--- config.mk ---
export PLATFORM = sky130hd
export DESIGN_NAME = mem_initiator_flat
export DESIGN_NICKNAME = d
export VERILOG_FILES = /design/src/rtl/mem_bus_pkg.sv /design/src/rtl/mem_initiator_if.sv /design/src/rtl/mem_initiator_timer.sv /design/src/rtl/mem_initiator.sv /design/src/flat_wrapper.sv
export SDC_FILE = /design/constraint.sdc
export NUM_CORES = 1
export LEC_CHECK = 0
export BUFFER_PORTS_ARGS = -buffer_cell sky130_fd_sc_hd__clkbuf_2
export CORE_UTILIZATION = 30
export CTS_CLUSTER_SIZE = 30
export DETAILED_ROUTE_END_ITERATION = 7
export PLACE_DENSITY_LB_ADDON = 0.3
export SETUP_SLACK_MARGIN = 0.5
export SYNTH_ARGS = -nofsm -noshare
export SYNTH_HDL_FRONTEND = slang
export SYNTH_SLANG_ARGS = --single-unit
--- constraint.sdc ---
create_clock -name clk -period 4.55 [get_ports clk]
set_clock_uncertainty 0.05 [all_clocks]
set_input_delay 0.91 -clock clk [delete_from_list [all_inputs] [get_ports clk]]
set_output_delay 0.91 -clock clk [all_outputs]
set_load 0.1 [all_outputs]
--- src/rtl/mem_bus_pkg.sv ---
// mem_bus_pkg: shared bus widths, default timeout, FSM state type and strobe helper
// used by the mem_initiator slice.
package mem_bus_pkg;

    localparam int unsigned ADDR_W          = 32;
    localparam int unsigned DATA_W          = 32;
    localparam int unsigned STRB_W          = 4;
    localparam int unsigned DEFAULT_TIMEOUT = 255;
    localparam int unsigned TIMER_W         = 16;

    typedef enum logic [1:0] {
        ST_IDLE,
        ST_BUS,
        ST_RESP
    } state_t;

    // Reads never present byte enables on the bus, whatever the command carried.
    function automatic logic [STRB_W-1:0] bus_strobe(input logic                write,
                                                     input logic [STRB_W-1:0] wstrb);
        return write ? wstrb : '0;
    endfunction

endpackage

--- src/rtl/mem_initiator_if.sv ---
// mem_initiator_if: command/response handshake plus memory-bus master signals.
// The master modport is the initiator side, slave is the environment side.
interface mem_initiator_if;
    import mem_bus_pkg::*;

    logic              cmd_valid_i;
    logic              cmd_ready_o;
    logic              cmd_write_i;
    logic [ADDR_W-1:0] cmd_addr_i;
    logic [DATA_W-1:0] cmd_wdata_i;
    logic [STRB_W-1:0] cmd_wstrb_i;

    logic              rsp_valid_o;
    logic              rsp_ready_i;
    logic [DATA_W-1:0] rsp_rdata_o;
    logic              rsp_error_o;

    logic              mem_valid_o;
    logic              mem_ready_i;
    logic [ADDR_W-1:0] mem_addr_o;
    logic [DATA_W-1:0] mem_wdata_o;
    logic [STRB_W-1:0] mem_wstrb_o;
    logic [DATA_W-1:0] mem_rdata_i;

    modport master (
        input  cmd_valid_i, cmd_write_i, cmd_addr_i, cmd_wdata_i, cmd_wstrb_i,
        input  rsp_ready_i, mem_ready_i, mem_rdata_i,
        output cmd_ready_o, rsp_valid_o, rsp_rdata_o, rsp_error_o,
        output mem_valid_o, mem_addr_o, mem_wdata_o, mem_wstrb_o
    );

    modport slave (
        output cmd_valid_i, cmd_write_i, cmd_addr_i, cmd_wdata_i, cmd_wstrb_i,
        output rsp_ready_i, mem_ready_i, mem_rdata_i,
        input  cmd_ready_o, rsp_valid_o, rsp_rdata_o, rsp_error_o,
        input  mem_valid_o, mem_addr_o, mem_wdata_o, mem_wstrb_o
    );

endinterface

--- src/rtl/mem_initiator_timer.sv ---
// bus_timeout_timer: counts BUS cycles and flags the cycle that reaches TERMINAL.
// Only built when MEM_INITIATOR_TIMEOUT_EN is defined.
`ifdef MEM_INITIATOR_TIMEOUT_EN
module bus_timeout_timer
    import mem_bus_pkg::*;
#(
    parameter int unsigned TERMINAL = DEFAULT_TIMEOUT
) (
    input  logic clk,
    input  logic resetn,
    input  logic start,
    input  logic clear,
    output logic terminal
);

    localparam logic [TIMER_W-1:0] LAST = TIMER_W'(TERMINAL - 1);

    logic [TIMER_W-1:0] count_q;

    always_ff @(posedge clk or negedge resetn) begin
        if (!resetn) begin
            count_q <= '0;
        end else if (clear) begin
            count_q <= '0;
        end else if (start) begin
            count_q <= count_q + TIMER_W'(1);
        end
    end

    // High during the TERMINAL-th counted cycle, so the owner leaves on that edge.
    assign terminal = start && (count_q == LAST);

endmodule
`endif

--- src/rtl/mem_initiator.sv ---
// mem_initiator: single-outstanding command-to-memory-bus initiator, all outputs registered.
// Define MEM_INITIATOR_TIMEOUT_EN to enable the BUS-phase timeout (TIMEOUT_CYCLES).
module mem_initiator
    import mem_bus_pkg::*;
#(
    parameter int unsigned TIMEOUT_CYCLES = DEFAULT_TIMEOUT
) (
    input  logic            clk,
    input  logic            resetn,
    mem_initiator_if.master bus
);

    state_t            state_q, state_d;
    logic              cmd_ready_q, cmd_ready_d;
    logic              mem_valid_q, mem_valid_d;
    logic [ADDR_W-1:0] mem_addr_q, mem_addr_d;
    logic [DATA_W-1:0] mem_wdata_q, mem_wdata_d;
    logic [STRB_W-1:0] mem_wstrb_q, mem_wstrb_d;
    logic              write_q, write_d;
    logic              rsp_valid_q, rsp_valid_d;
    logic [DATA_W-1:0] rsp_rdata_q, rsp_rdata_d;
    logic              rsp_error_q, rsp_error_d;

    logic accept;
    logic in_bus;
    logic timeout_hit;

    assign accept = bus.cmd_valid_i && cmd_ready_q;
    assign in_bus = (state_q == ST_BUS);

`ifdef MEM_INITIATOR_TIMEOUT_EN
    logic terminal;

    bus_timeout_timer #(
        .TERMINAL(TIMEOUT_CYCLES)
    ) u_timer (
        .clk     (clk),
        .resetn  (resetn),
        .start   (in_bus),
        .clear   (accept),
        .terminal(terminal)
    );

    assign timeout_hit = terminal;
`else
    logic unused_timeout_cfg;

    assign unused_timeout_cfg = (TIMEOUT_CYCLES == 0);
    assign timeout_hit        = 1'b0;
`endif

    always_ff @(posedge clk or negedge resetn) begin
        if (!resetn) begin
            state_q <= ST_IDLE;
        end else begin
            state_q <= state_d;
        end
    end

    always_comb begin
        state_d     = state_q;
        cmd_ready_d = cmd_ready_q;
        mem_valid_d = mem_valid_q;
        mem_addr_d  = mem_addr_q;
        mem_wdata_d = mem_wdata_q;
        mem_wstrb_d = mem_wstrb_q;
        write_d     = write_q;
        rsp_valid_d = rsp_valid_q;
        rsp_rdata_d = rsp_rdata_q;
        rsp_error_d = rsp_error_q;

        case (state_q)
            ST_IDLE: begin
                cmd_ready_d = 1'b1;
                if (accept) begin
                    state_d     = ST_BUS;
                    cmd_ready_d = 1'b0;
                    mem_valid_d = 1'b1;
                    mem_addr_d  = bus.cmd_addr_i;
                    mem_wdata_d = bus.cmd_wdata_i;
                    mem_wstrb_d = bus_strobe(bus.cmd_write_i, bus.cmd_wstrb_i);
                    write_d     = bus.cmd_write_i;
                end
            end
            ST_BUS: begin
                // Ready is tested first so it wins over a coinciding terminal count.
                if (bus.mem_ready_i) begin
                    state_d     = ST_RESP;
                    mem_valid_d = 1'b0;
                    mem_addr_d  = '0;
                    mem_wdata_d = '0;
                    mem_wstrb_d = '0;
                    rsp_valid_d = 1'b1;
                    rsp_rdata_d = write_q ? '0 : bus.mem_rdata_i;
                    rsp_error_d = 1'b0;
                end else if (timeout_hit) begin
                    state_d     = ST_RESP;
                    mem_valid_d = 1'b0;
                    mem_addr_d  = '0;
                    mem_wdata_d = '0;
                    mem_wstrb_d = '0;
                    rsp_valid_d = 1'b1;
                    rsp_rdata_d = '0;
                    rsp_error_d = 1'b1;
                end
            end
            ST_RESP: begin
                if (bus.rsp_ready_i) begin
                    state_d     = ST_IDLE;
                    cmd_ready_d = 1'b1;
                    rsp_valid_d = 1'b0;
                    rsp_rdata_d = '0;
                    rsp_error_d = 1'b0;
                end
            end
            default: begin
                state_d = ST_IDLE;
            end
        endcase
    end

    always_ff @(posedge clk or negedge resetn) begin
        if (!resetn) begin
            cmd_ready_q <= 1'b0;
            mem_valid_q <= 1'b0;
            mem_addr_q  <= '0;
            mem_wdata_q <= '0;
            mem_wstrb_q <= '0;
            write_q     <= 1'b0;
            rsp_valid_q <= 1'b0;
            rsp_rdata_q <= '0;
            rsp_error_q <= 1'b0;
        end else begin
            cmd_ready_q <= cmd_ready_d;
            mem_valid_q <= mem_valid_d;
            mem_addr_q  <= mem_addr_d;
            mem_wdata_q <= mem_wdata_d;
            mem_wstrb_q <= mem_wstrb_d;
            write_q     <= write_d;
            rsp_valid_q <= rsp_valid_d;
            rsp_rdata_q <= rsp_rdata_d;
            rsp_error_q <= rsp_error_d;
        end
    end

    assign bus.cmd_ready_o = cmd_ready_q;
    assign bus.mem_valid_o = mem_valid_q;
    assign bus.mem_addr_o  = mem_addr_q;
    assign bus.mem_wdata_o = mem_wdata_q;
    assign bus.mem_wstrb_o = mem_wstrb_q;
    assign bus.rsp_valid_o = rsp_valid_q;
    assign bus.rsp_rdata_o = rsp_rdata_q;
    assign bus.rsp_error_o = rsp_error_q;

endmodule
--- src/flat_wrapper.sv ---
// flat-port wrapper written by rule: the top's interface ports become plain ports
module mem_initiator_flat import mem_bus_pkg::*;
#(
    parameter int unsigned TIMEOUT_CYCLES = DEFAULT_TIMEOUT
)
  (clk, resetn, bus_cmd_valid_i, bus_cmd_write_i, bus_cmd_addr_i, bus_cmd_wdata_i, bus_cmd_wstrb_i, bus_rsp_ready_i, bus_mem_ready_i, bus_mem_rdata_i, bus_cmd_ready_o, bus_rsp_valid_o, bus_rsp_rdata_o, bus_rsp_error_o, bus_mem_valid_o, bus_mem_addr_o, bus_mem_wdata_o, bus_mem_wstrb_o);
  mem_initiator_if bus_i ();
  input  logic clk;
  input  logic resetn;
  input wire logic [$bits(bus_i.cmd_valid_i)-1:0] bus_cmd_valid_i;
  input wire logic [$bits(bus_i.cmd_write_i)-1:0] bus_cmd_write_i;
  input wire logic [$bits(bus_i.cmd_addr_i)-1:0] bus_cmd_addr_i;
  input wire logic [$bits(bus_i.cmd_wdata_i)-1:0] bus_cmd_wdata_i;
  input wire logic [$bits(bus_i.cmd_wstrb_i)-1:0] bus_cmd_wstrb_i;
  input wire logic [$bits(bus_i.rsp_ready_i)-1:0] bus_rsp_ready_i;
  input wire logic [$bits(bus_i.mem_ready_i)-1:0] bus_mem_ready_i;
  input wire logic [$bits(bus_i.mem_rdata_i)-1:0] bus_mem_rdata_i;
  output wire logic [$bits(bus_i.cmd_ready_o)-1:0] bus_cmd_ready_o;
  output wire logic [$bits(bus_i.rsp_valid_o)-1:0] bus_rsp_valid_o;
  output wire logic [$bits(bus_i.rsp_rdata_o)-1:0] bus_rsp_rdata_o;
  output wire logic [$bits(bus_i.rsp_error_o)-1:0] bus_rsp_error_o;
  output wire logic [$bits(bus_i.mem_valid_o)-1:0] bus_mem_valid_o;
  output wire logic [$bits(bus_i.mem_addr_o)-1:0] bus_mem_addr_o;
  output wire logic [$bits(bus_i.mem_wdata_o)-1:0] bus_mem_wdata_o;
  output wire logic [$bits(bus_i.mem_wstrb_o)-1:0] bus_mem_wstrb_o;
  assign bus_i.cmd_valid_i = bus_cmd_valid_i;
  assign bus_i.cmd_write_i = bus_cmd_write_i;
  assign bus_i.cmd_addr_i = bus_cmd_addr_i;
  assign bus_i.cmd_wdata_i = bus_cmd_wdata_i;
  assign bus_i.cmd_wstrb_i = bus_cmd_wstrb_i;
  assign bus_i.rsp_ready_i = bus_rsp_ready_i;
  assign bus_i.mem_ready_i = bus_mem_ready_i;
  assign bus_i.mem_rdata_i = bus_mem_rdata_i;
  assign bus_cmd_ready_o = bus_i.cmd_ready_o;
  assign bus_rsp_valid_o = bus_i.rsp_valid_o;
  assign bus_rsp_rdata_o = bus_i.rsp_rdata_o;
  assign bus_rsp_error_o = bus_i.rsp_error_o;
  assign bus_mem_valid_o = bus_i.mem_valid_o;
  assign bus_mem_addr_o = bus_i.mem_addr_o;
  assign bus_mem_wdata_o = bus_i.mem_wdata_o;
  assign bus_mem_wstrb_o = bus_i.mem_wstrb_o;
  mem_initiator #(.TIMEOUT_CYCLES(TIMEOUT_CYCLES)) u_core (.clk(clk), .resetn(resetn), .bus(bus_i));
endmodule
Yosys cells after proc, flatten, opt, wreduce, memory -nomap -nowiden:

Cells that the tools add are included.

* flip-flop bits (word level): 107
* bits in latches: 0
* RAM bits: 0
* memory bits (read-only): 0
* bits of input ports: 106
* logic and storage cells: 52
* memories kept: 0

* $add $sub $neg: 0
* multipliers: 0
* divide/modulo/power cells: 0
* magnitude comparators: 0
* equal/unequal tests: 5
* shifts and indexed selects: 0
* mux-type cells: 27
* bitwise gates (word level): 0
* reductions and logical operators: 10

Operator list (count)
* 32-bit two-way mux: 6
* 32-bit case mux with 2 select lines: 3
* 4-bit two-way mux: 3
* 3-bit AND reduction: 3
* 1-bit case mux with 2 select lines: 4
* 4-bit case mux with 2 select lines: 1
* 1-bit two-way mux: 6
* 2-bit two-way mux: 3
* 2-bit case mux with 3 select lines: 1
* 2-bit nonzero test: 3
* 2-bit != test, second input constant: 2
* 2-bit AND reduction: 2
* 2-bit by 1-bit == test with 1-bit output, second input constant: 1
* 2-bit == test, second input constant: 1
* 2-bit zero test: 1
* 2-bit by 1-bit != test with 1-bit output, second input constant: 1
* 1-bit logical AND: 1

Logic depth before layout (Yosys ltp):

Gate-level depths: netlist of the first run.

* word-level depth: 3
* depth in mapped cells: 6

Least setup slack after synthesis of the first run:

Ideal clock, no wire load.

* path kind: flip-flop to flip-flop
* from: register u_core.cmd_ready_q (netlist: u_core.bus.cmd_ready_o)
* to: register u_core.write_q
* library setup time: 0.125 ns
* data arrival time: 1.916 ns
* data required time: 4.375 ns
* path slack: 2.459 ns
* stages on the path, launching flop included: 5
* buffers on the path: 2
* clock period less this slack: 2.091 ns
* cell sequence: dfrtp_1 -> and4bb_1 -> buf_2 -> buf_2 -> mux2_2

* longest elaborated chain between the ends: 2

RTL lines
* start: declaration: line mem_initiator.sv:14 `logic cmd_ready_q, cmd_ready_d;`
* start signal: assignment: line mem_initiator.sv:134 `cmd_ready_q <= cmd_ready_d;`
* 1-bit logical AND: line mem_initiator.sv:28 `assign accept = bus.cmd_valid_i && cmd_ready_q;`
* 2-bit AND reduction (no line)
* end signal: assignment: line mem_initiator.sv:139 `write_q <= write_d;`
* end: declaration: line mem_initiator.sv:19 `logic write_q, write_d;`

No other way between the ends.
A chain may end at the register's enable or synchronous reset.

Final worst setup path of the first run:

* from: input port bus_cmd_valid_i
* to: register u_core.mem_wdata_q[22] (netlist: u_core.bus.mem_wdata_o[22])

* longest elaborated chain between the ends: 3

RTL lines
* start: declaration: line flat_wrapper.sv:10 `input wire logic [$bits(bus_i.cmd_valid_i)-1:0] bus_cmd_valid_i;`
* 1-bit logical AND: line mem_initiator.sv:28
* 2-bit by 1-bit != test with 1-bit output (no line)
* 3-bit AND reduction (no line)
* end signal: assignment: line mem_initiator.sv:137 `mem_wdata_q <= mem_wdata_d;`
* end: declaration: line mem_initiator.sv:17 `logic [DATA_W-1:0] mem_wdata_q, mem_wdata_d;`

No other way between the ends.

==> results_dict.tcl, run 1 <==
set metrics [dict create \
    rsz0062_at_grt "no" \
    netlist_area_mm2 0.00395 \
    drv_cap 0 \
    min_period_over_period_pct 52.2 \
    fin_area_mm2 0.00536 \
    totalWireLength_um 9560 \
    drt-vias-per-instance 4.77 \
    ctsHoldBuffers 0 \
    timing.fmax_ghz 0.421 \
    grt_pass1_wl_um 14700 \
    numCtsBuffers 9 \
    portBuffers 208 \
    drtIter0Drc 134 \
    end_kind "register" \
    synth-simple-area-share_pct 5.76 \
    die_area_mm2 0.0136 \
    grt_usage_pct 14.3 \
    critPathKind "in -> reg" \
    cts_setup_buffers 0 \
    cp-start-kind "input pin" \
    synth_cells 272 \
    yosys.area.top_type "dfrtp_1" \
    synth_compound_area_share_pct 23.1 \
    postPlaceCellArea_mm2 0.00511 \
    cts_resized 0 \
    tightest_slew_ps 917 \
    clk_pin_slew_worst_paths_ps 60 \
    yosys_warnings 0 \
    rows 41 \
    cp-startpoint "bus_cmd_valid_i" \
    setup_viol 0 \
    drv_slew 0 \
    hold_start "u_core.bus.rsp_rdata_o[3]" \
    layout-drive-gt1-share_pct 48.5 \
    route.detailed.drc 0 \
    wire_per_inst_um 14.8 \
    antenna_found_initial 0 \
    clk_latency_ps 340 \
    gr-total-overflow 0 \
    ys_top_cells_by_count "dfrtp_1 (106), a22o_1 (80), a21o_1 (19), nor4b_1 (16), buf_2 (11)" \
    min_period_ps 2380 \
    synth_nets 378 \
    cp.required_ps 4780 \
    synth_top_family_by_area "compound AO/OA/AOI/OAI gates" \
    drt.antenna.violating_nets 0 \
    io_pins 210 \
    hpwl_um 6660 \
    syn_area_per_cell_um2 14.5 \
    synth_top_area_share_pct 67.2 \
    ys.flop_type "dfrtp_1" \
    fin_nets 576 \
    final_util_pct 42.2 \
    ys_seq_area_share_pct 67.2 \
    n_antenna_cell 0 \
    grt_pass1_vias 2862 \
    cts_tree "done" \
    synth_seq_cells 106 \
    synthAdderAreaFrac_pct 0 \
    ctsHtreeMaxLevel 3 \
    cp_max_fo 37 \
    grt_max_degree 77 \
    cts_root_buf "clkbuf_16" \
    r2r-start "u_core.state_q[0]" \
    clockBufferDepth 2 \
    drt_first_pass_iters 4 \
    tns_ps 0 \
    status "completed" \
    die_w_um 117 \
    syn_to_final_growth_pct 35.8 \
    synth.area.top_cells "dfrtp_1 (67%), a22o_1 (18%), a21o_1 (3.6%)" \
    start_util_pct 31.0 \
    maxSlewHeadroom_pct 38.9 \
    synth_most_common_cell "dfrtp_1" \
    hold_viol 0 \
    num_vias 3083 \
    min_path_type "reg -> reg" \
    core_mm2 0.0127 \
    place.gp.congestion 0.672 \
    synth_edf_count 0 \
    die_h_um 117 \
    synth-async-reset-ratio_pct 100 \
    cts.sinks 106 \
    yosysUniqueCellTypes 26 \
    synthMuxAreaShare_pct 0.285 \
    cp.arrival_ps 2610 \
    synth-xor-area-share_pct 0 \
]
final timing paths:
check	to	slack (ps)	cells past startpoint
worst max-delay path	u_core.bus.mem_wdata_o[22]	2170	5
worst min register to register	u_core.bus.rsp_rdata_o[3]	430	1
max in group asynchronous	u_core.bus.rsp_rdata_o[7]	2810	2
worst max register to register	u_core.bus.mem_wdata_o[22]	2330	4
min in group asynchronous	u_core.bus.mem_wdata_o[5]	640	1
worst min-delay path	u_core.bus.rsp_rdata_o[3]	430	1
cells by family after synthesis:
| family | count (synthesis) |
|---|---|
| AND/OR/NAND/NOR | 30 |
| buffers and inverters | 27 |
| multiplexers | 1 |
| flip-flops | 106 |
| other | 1 |
| AO/OA/AOI/OAI | 107 |
flip-flops by register name, summed over array words and instances, names as in the netlist:
| register | count |
|---|---|
| u_core.bus.mem_wdata_o | 32 |
| u_core.bus.rsp_rdata_o | 32 |
| u_core.bus.rsp_valid_o | 1 |
| u_core.state_q | 2 |
| u_core.bus.mem_valid_o | 1 |
| u_core.bus.mem_addr_o | 32 |
| u_core.bus.cmd_ready_o | 1 |
| u_core.write_q | 1 |
| u_core.bus.mem_wstrb_o | 4 |
layer usage:
metal	share of wire [%]	vias to the layer above	wire, µm	global-route usage, %
li1	-	1429	-	-
met1	46	1495	4370	19.0
met2	44	144	4250	21.1
met3	7.9	15	753	4.20
met4	2.0	0	191	7.59
met5	0	-	0	0
final cells by class:
| type | instances | area (µm²) |
|---|---|---|
| Tap cell | 172 | 215 |
| Clock buffer | 12 | 236 |
| Sequential cell | 106 | 2650 |
| Inverter | 1 | 3.75 |
| Multi-Input combinational cell | 139 | 1160 |
| Timing Repair Buffer | 213 | 1080 |
| Fill cell | 1242 | 7360 |
| Clock inverter | 3 | 17.5 |
cells in the final DEF, fill, tap and decap left out, drive strengths merged:
cell        n
clkbuf    219
dfrtp     106
a22o       80
a21o       19
nor4b      16
buf         6
nor2        4
a21oi       3
nor2b       2
a32o        2
nand2b      2
nand2       2
and4        2
clkinv      2
and4bb      1
o21bai      1
nand3b      1
a21boi      1
inv         1
mux2        1
o21ai       1
conb        1
clkinvlp    1
per-stage QoR:
| step | worst slack (ps) | cells | hold WS (ps) |
|---|---|---|---|
| CTS | 2140 | 646 | 429 |
| finish | 2170 | 646 | 425 |
| detailed placement | 1770 | 631 | 415 |
| floorplan | 2460 | 272 | 527 |
| global placement | 1810 | 631 | 408 |
| global route | 2050 | 646 | 446 |
worst max-delay path, stage by stage:
cell,delay [ps]
clkbuf_2,90
and4bb_2,250
a21oi_4,660
buf_4,490
a22o_1,190
Power of run 1 is left out: the tool's default activity adds up to more than one toggle a clock period on the data nets, which glitch-free logic cannot reach.
==> run 2: changes to the inputs <==
==> constraint.sdc (replaced) <==
create_clock -name clk -period 2.5 [get_ports clk]
set_clock_uncertainty 0.05 [all_clocks]
set_input_delay 0.5 -clock clk [delete_from_list [all_inputs] [get_ports clk]]
set_output_delay 0.5 -clock clk [all_outputs]
set_load 0.1 [all_outputs]
==> run 2 against run 1 <==
- non-clock buffer count up 3
- register-to-register slack worse by 1700 ps
- highest routed layer unchanged
- routed wire length up 1.8%
- critical endpoint is now u_core.bus.mem_wdata_o[30]
- global-route usage about the same
- final cell count up 0.31%
- first-iteration DRC count down 15%
==> results_dict.tcl, run 2 (synthesized netlist as in run 1, its figures left out) <==
set metrics [dict create \
    status "completed" \
    min_period_ps 1890 \
    start_util_pct 31.0 \
    die_area_mm2 0.0136 \
    drv_cap 0 \
    dp_worst_setup_slack_ps 473 \
    grt_pass1_wl_um 14800 \
    cts_setup_buffers 0 \
    clk_pin_slew_worst_paths_ps 70 \
    ctsHtreeMaxLevel 3 \
    antenna_found_initial 0 \
    max_stage_delay_ps 480 \
    io_pins 210 \
    cts_root_buf "clkbuf_16" \
    rsz0062_at_grt "no" \
    cp.required_ps 2720 \
    drt_first_pass_iters 4 \
    syn_to_final_growth_pct 37.9 \
    fin_nets 579 \
    final_cell_mix "clkbuf_2 (207), dfrtp_1 (105), a22o_1 (80), a21o_1 (19), nor4b_1 (16)" \
    die_h_um 117 \
    grt_pass1_vias 3006 \
    drv_slew 0 \
    drtIter0Drc 114 \
    maxSlewHeadroom_pct 56.3 \
    cp_slowest_cell "dfrtp_1" \
    grt_usage_pct 14.4 \
    timing.fmax_ghz 0.529 \
    drt.antenna.violating_nets 0 \
    cts.sinks 106 \
    place.gp.congestion 0.712 \
    tns_ps 0 \
    clk_latency_ps 330 \
    portBuffers 208 \
    setup_viol 0 \
    cp.arrival_ps 2110 \
    layout-drive-gt1-share_pct 49.6 \
    clockBufferDepth 2 \
    grt_max_degree 63 \
    final_util_pct 42.8 \
    final_common_cell "clkbuf_2" \
    cp-start-kind "register" \
    hold_viol 0 \
    tightest_slew_ps 655 \
    route.detailed.drc 0 \
    hpwl_um 6960 \
    min_path_type "in -> async" \
    num_vias 3067 \
    core_mm2 0.0127 \
    die_w_um 117 \
    n_antenna_cell 0 \
    totalWireLength_um 9740 \
    cp_max_fo 51 \
    hold_slack_ps 12.3 \
    end_kind "register" \
    cts_tree "done" \
    worst_slack_ps 610 \
    rows 41 \
    min_period_over_period_pct 75.6 \
    critPathKind "reg -> reg" \
    path_cells "and4bb_2 > buf_4 > buf_6 > a22o_1" \
    drt-vias-per-instance 4.73 \
    numCtsBuffers 9 \
    gr-total-overflow 0 \
    wire_per_inst_um 15.0 \
]
## run 2: cell types whose count changed in the layout (fill, tap and decap cells not counted), sizes merged
cell | before | now
clkinvlp | 1 | 0
bufinv | 0 | 1
clkbuf | 219 | 218
buf | 6 | 9
## run 2: area by class of cell
class / instances / area, µm²
sequential: 106 / 2650
inverter: 1 / 3.75
clock inverter: 3 / 40.0
fill: 1235 / 7280
timing repair buffer: 216 / 1120
multi-input combinational: 139 / 1160
clock buffer: 11 / 253
tap: 172 / 215
## run 2: repair_timing
item	4_1_cts	5_1_grt
cloned	0	0
hold buffers	0	0
gates resized for setup	1	1
endpoints found under the setup margin	8	62
## run 2: stage by stage
step | cell area [µm²] | std cells
5_1_grt | 5450 | 648
2_1_floorplan | 3950 | 272
3_3_place_gp | 5140 | 634
6_report | 5450 | 648
4_1_cts | 5440 | 648
3_5_place_dp | 5140 | 634
## run 2: worst paths after layout
check	startpoint	to	slack [ps]	cells after the start
worst max-delay path	u_core.state_q[0]	u_core.bus.mem_wdata_o[30]	610	4
worst min-delay path	resetn	u_core.bus.mem_addr_o[16]	10	1
worst max register to register	u_core.state_q[0]	u_core.bus.mem_wdata_o[30]	610	4
worst min register to register	u_core.bus.rsp_rdata_o[8]	u_core.bus.rsp_rdata_o[8]	430	1
max in group asynchronous	resetn	u_core.bus.rsp_rdata_o[26]	1740	2
min in group clk	bus_mem_ready_i	u_core.state_q[0]	330	2
## run 2: worst max-delay path, delay by kind of cell, from the launching register on
family / cells / cell delay [ps]
AOI/OAI and AO/OA: 1 / 230
buffers and inverters: 2 / 640
DFF: 1 / 480
and+or+nand+nor: 1 / 380
## run 2: per-layer routing
layer | track usage, % | part of all wire (%) | up-vias | routed length [µm]
met5 | 0 | 0 | - | 0
met4 | 5.99 | 2.0 | 0 | 199
met3 | 4.93 | 7.3 | 13 | 708
met2 | 21.7 | 47 | 141 | 4550
met1 | 18.8 | 44 | 1490 | 4280
li1 | - | - | 1423 | -
Power of run 2 is left out for the same reason.
==> run 3: changes to the inputs <==
==> constraint.sdc (replaced) <==
create_clock -name clk -period 1.8 [get_ports clk]
set_clock_uncertainty 0.05 [all_clocks]
set_input_delay 0.36 -clock clk [delete_from_list [all_inputs] [get_ports clk]]
set_output_delay 0.36 -clock clk [all_outputs]
set_load 0.1 [all_outputs]
==> run 3 against run 2 <==
- sequential cell count is the same
- non-clock buffer count grew 83
- count of clock-buffer cells in the layout grew 3
- via count grew 20%
- critical path type unchanged
==> results_dict.tcl, run 3 (synthesized netlist as in run 1, its figures left out) <==
set metrics [dict create \
    end_kind "register" \
    die_h_um 117 \
    cts_root_buf "clkbuf_16" \
    timing.fmax_ghz 0.633 \
    cpLargestDelayFamily "flip-flops" \
    grt_usage_pct 20.4 \
    min_path_cells 2 \
    rows 41 \
    io_pins 210 \
    gr-total-overflow 0 \
    ctsHtreeMaxLevel 3 \
    final_cell_mix "clkbuf_2 (104), clkbuf_16 (89), dfrtp_2 (87), a22o_1 (80), buf_4 (40)" \
    num_vias 3677 \
    drt_first_pass_iters 4 \
    grt_pass1_wl_um 20400 \
    path_cells "and4bb_4 > a21oi_4 > buf_12 > clkbuf_16 > a22o_1" \
    final_common_cell "clkbuf_2" \
    r2r_cells 5 \
    cts_tree "done" \
    route.detailed.drc 0 \
    min_path_type "in -> reg" \
    crit_cells 5 \
    place.gp.congestion 0.730 \
    tns_ps 0 \
    cp.arrival_ps 1750 \
    portBuffers 208 \
    use_met2_pct 33.9 \
    core_mm2 0.0127 \
    fin_nets 664 \
    cp.required_ps 1970 \
    drt-vias-per-instance 5.00 \
    min_period_over_period_pct 87.8 \
    cts.sinks 106 \
    layout-drive-gt1-share_pct 75.8 \
    max_stage_delay_ps 440 \
    dp_worst_setup_slack_ps -123 \
    critPathKind "reg -> reg" \
    grt_pass1_vias 3801 \
    die_area_mm2 0.0136 \
    use_met3_pct 4.51 \
    top_usage_layer "met2" \
    wire_per_inst_um 20.3 \
    rsz0062_at_grt "yes" \
    clk_pin_slew_worst_paths_ps 70 \
    hpwl_um 7130 \
    cp-start-kind "register" \
    tightest_slew_ps 728 \
    start_util_pct 31.0 \
    setup_viol 0 \
    antenna_found_initial 0 \
    die_w_um 117 \
    groute.layer.met1.usage_pct 25.5 \
    numCtsBuffers 9 \
    maxSlewHeadroom_pct 51.5 \
    fin_area_mm2 0.00894 \
    clockBufferDepth 2 \
    drt.antenna.violating_nets 0 \
    worst_slack_ps 219 \
    grt_max_degree 42 \
    syn_to_final_growth_pct 126 \
    cp_num_buf_inv 2 \
    min_period_ps 1580 \
    hold_viol 0 \
    status "completed" \
    clk_latency_ps 340 \
    totalWireLength_um 14900 \
    cp_slowest_cell "dfrtp_2" \
    cp_max_fo 8 \
    drv_cap 0 \
    drtIter0Drc 205 \
    drv_slew 0 \
    n_antenna_cell 0 \
    postPlaceCellArea_mm2 0.00542 \
]
[run 3: layer usage]
metal | part of all wire [%] | vias to the layer above
li1 | - | 1618
met1 | 40 | 1864
met2 | 53 | 167
met3 | 5.2 | 28
met4 | 2.2 | 0
met5 | 0 | -
[run 3: cell type report]
| class | count | area [µm²] |
|---|---|---|
| clock buffers | 14 | 264 |
| clock inverters | 2 | 60.1 |
| fillers | 781 | 3780 |
| inverters | 1 | 3.75 |
| multi-input cells | 141 | 1440 |
| flip-flops and latches | 106 | 2770 |
| well taps | 172 | 215 |
| repair buffers | 299 | 4200 |
[run 3: timing repair]
item / 4_1_cts / 5_1_grt
gates cloned: 15 / 3
endpoints found under the hold margin: 17 / 0
setup buffers: 23 / 35
gates resized for setup: 300 / 126
pin swaps: 17 / 36
setup endpoints to repair: 206 / 209
hold buffers: 1 / 0
[run 3: worst paths after layout]
path                                                start                         end  slack (ps)
worst min register to register  u_core.bus.mem_wstrb_o[1]   u_core.bus.mem_wstrb_o[1]         470
worst max-delay path                    u_core.state_q[1]   u_core.bus.mem_addr_o[12]         220
worst max register to register          u_core.state_q[1]   u_core.bus.mem_addr_o[12]         220
worst min-delay path                  bus_mem_rdata_i[25]  u_core.bus.rsp_rdata_o[25]         180
max in group asynchronous                          resetn    u_core.bus.mem_addr_o[1]         770
min in group asynchronous                          resetn  u_core.bus.rsp_rdata_o[23]         400
[run 3: through the flow]
| stage | hold slack, ps | utilization [%] | std cells |
|---|---|---|---|
| 6_report | 178 | 70.3 | 735 |
| 5_1_grt | 174 | 70.3 | 735 |
| 4_1_cts | 163 | 63.8 | 697 |
| 3_5_place_dp | 223 | 42.6 | 642 |
| 3_3_place_gp | 227 | 42.6 | 642 |
| 2_1_floorplan | 14.4 | - | 272 |
Power of run 3 is left out for the same reason.
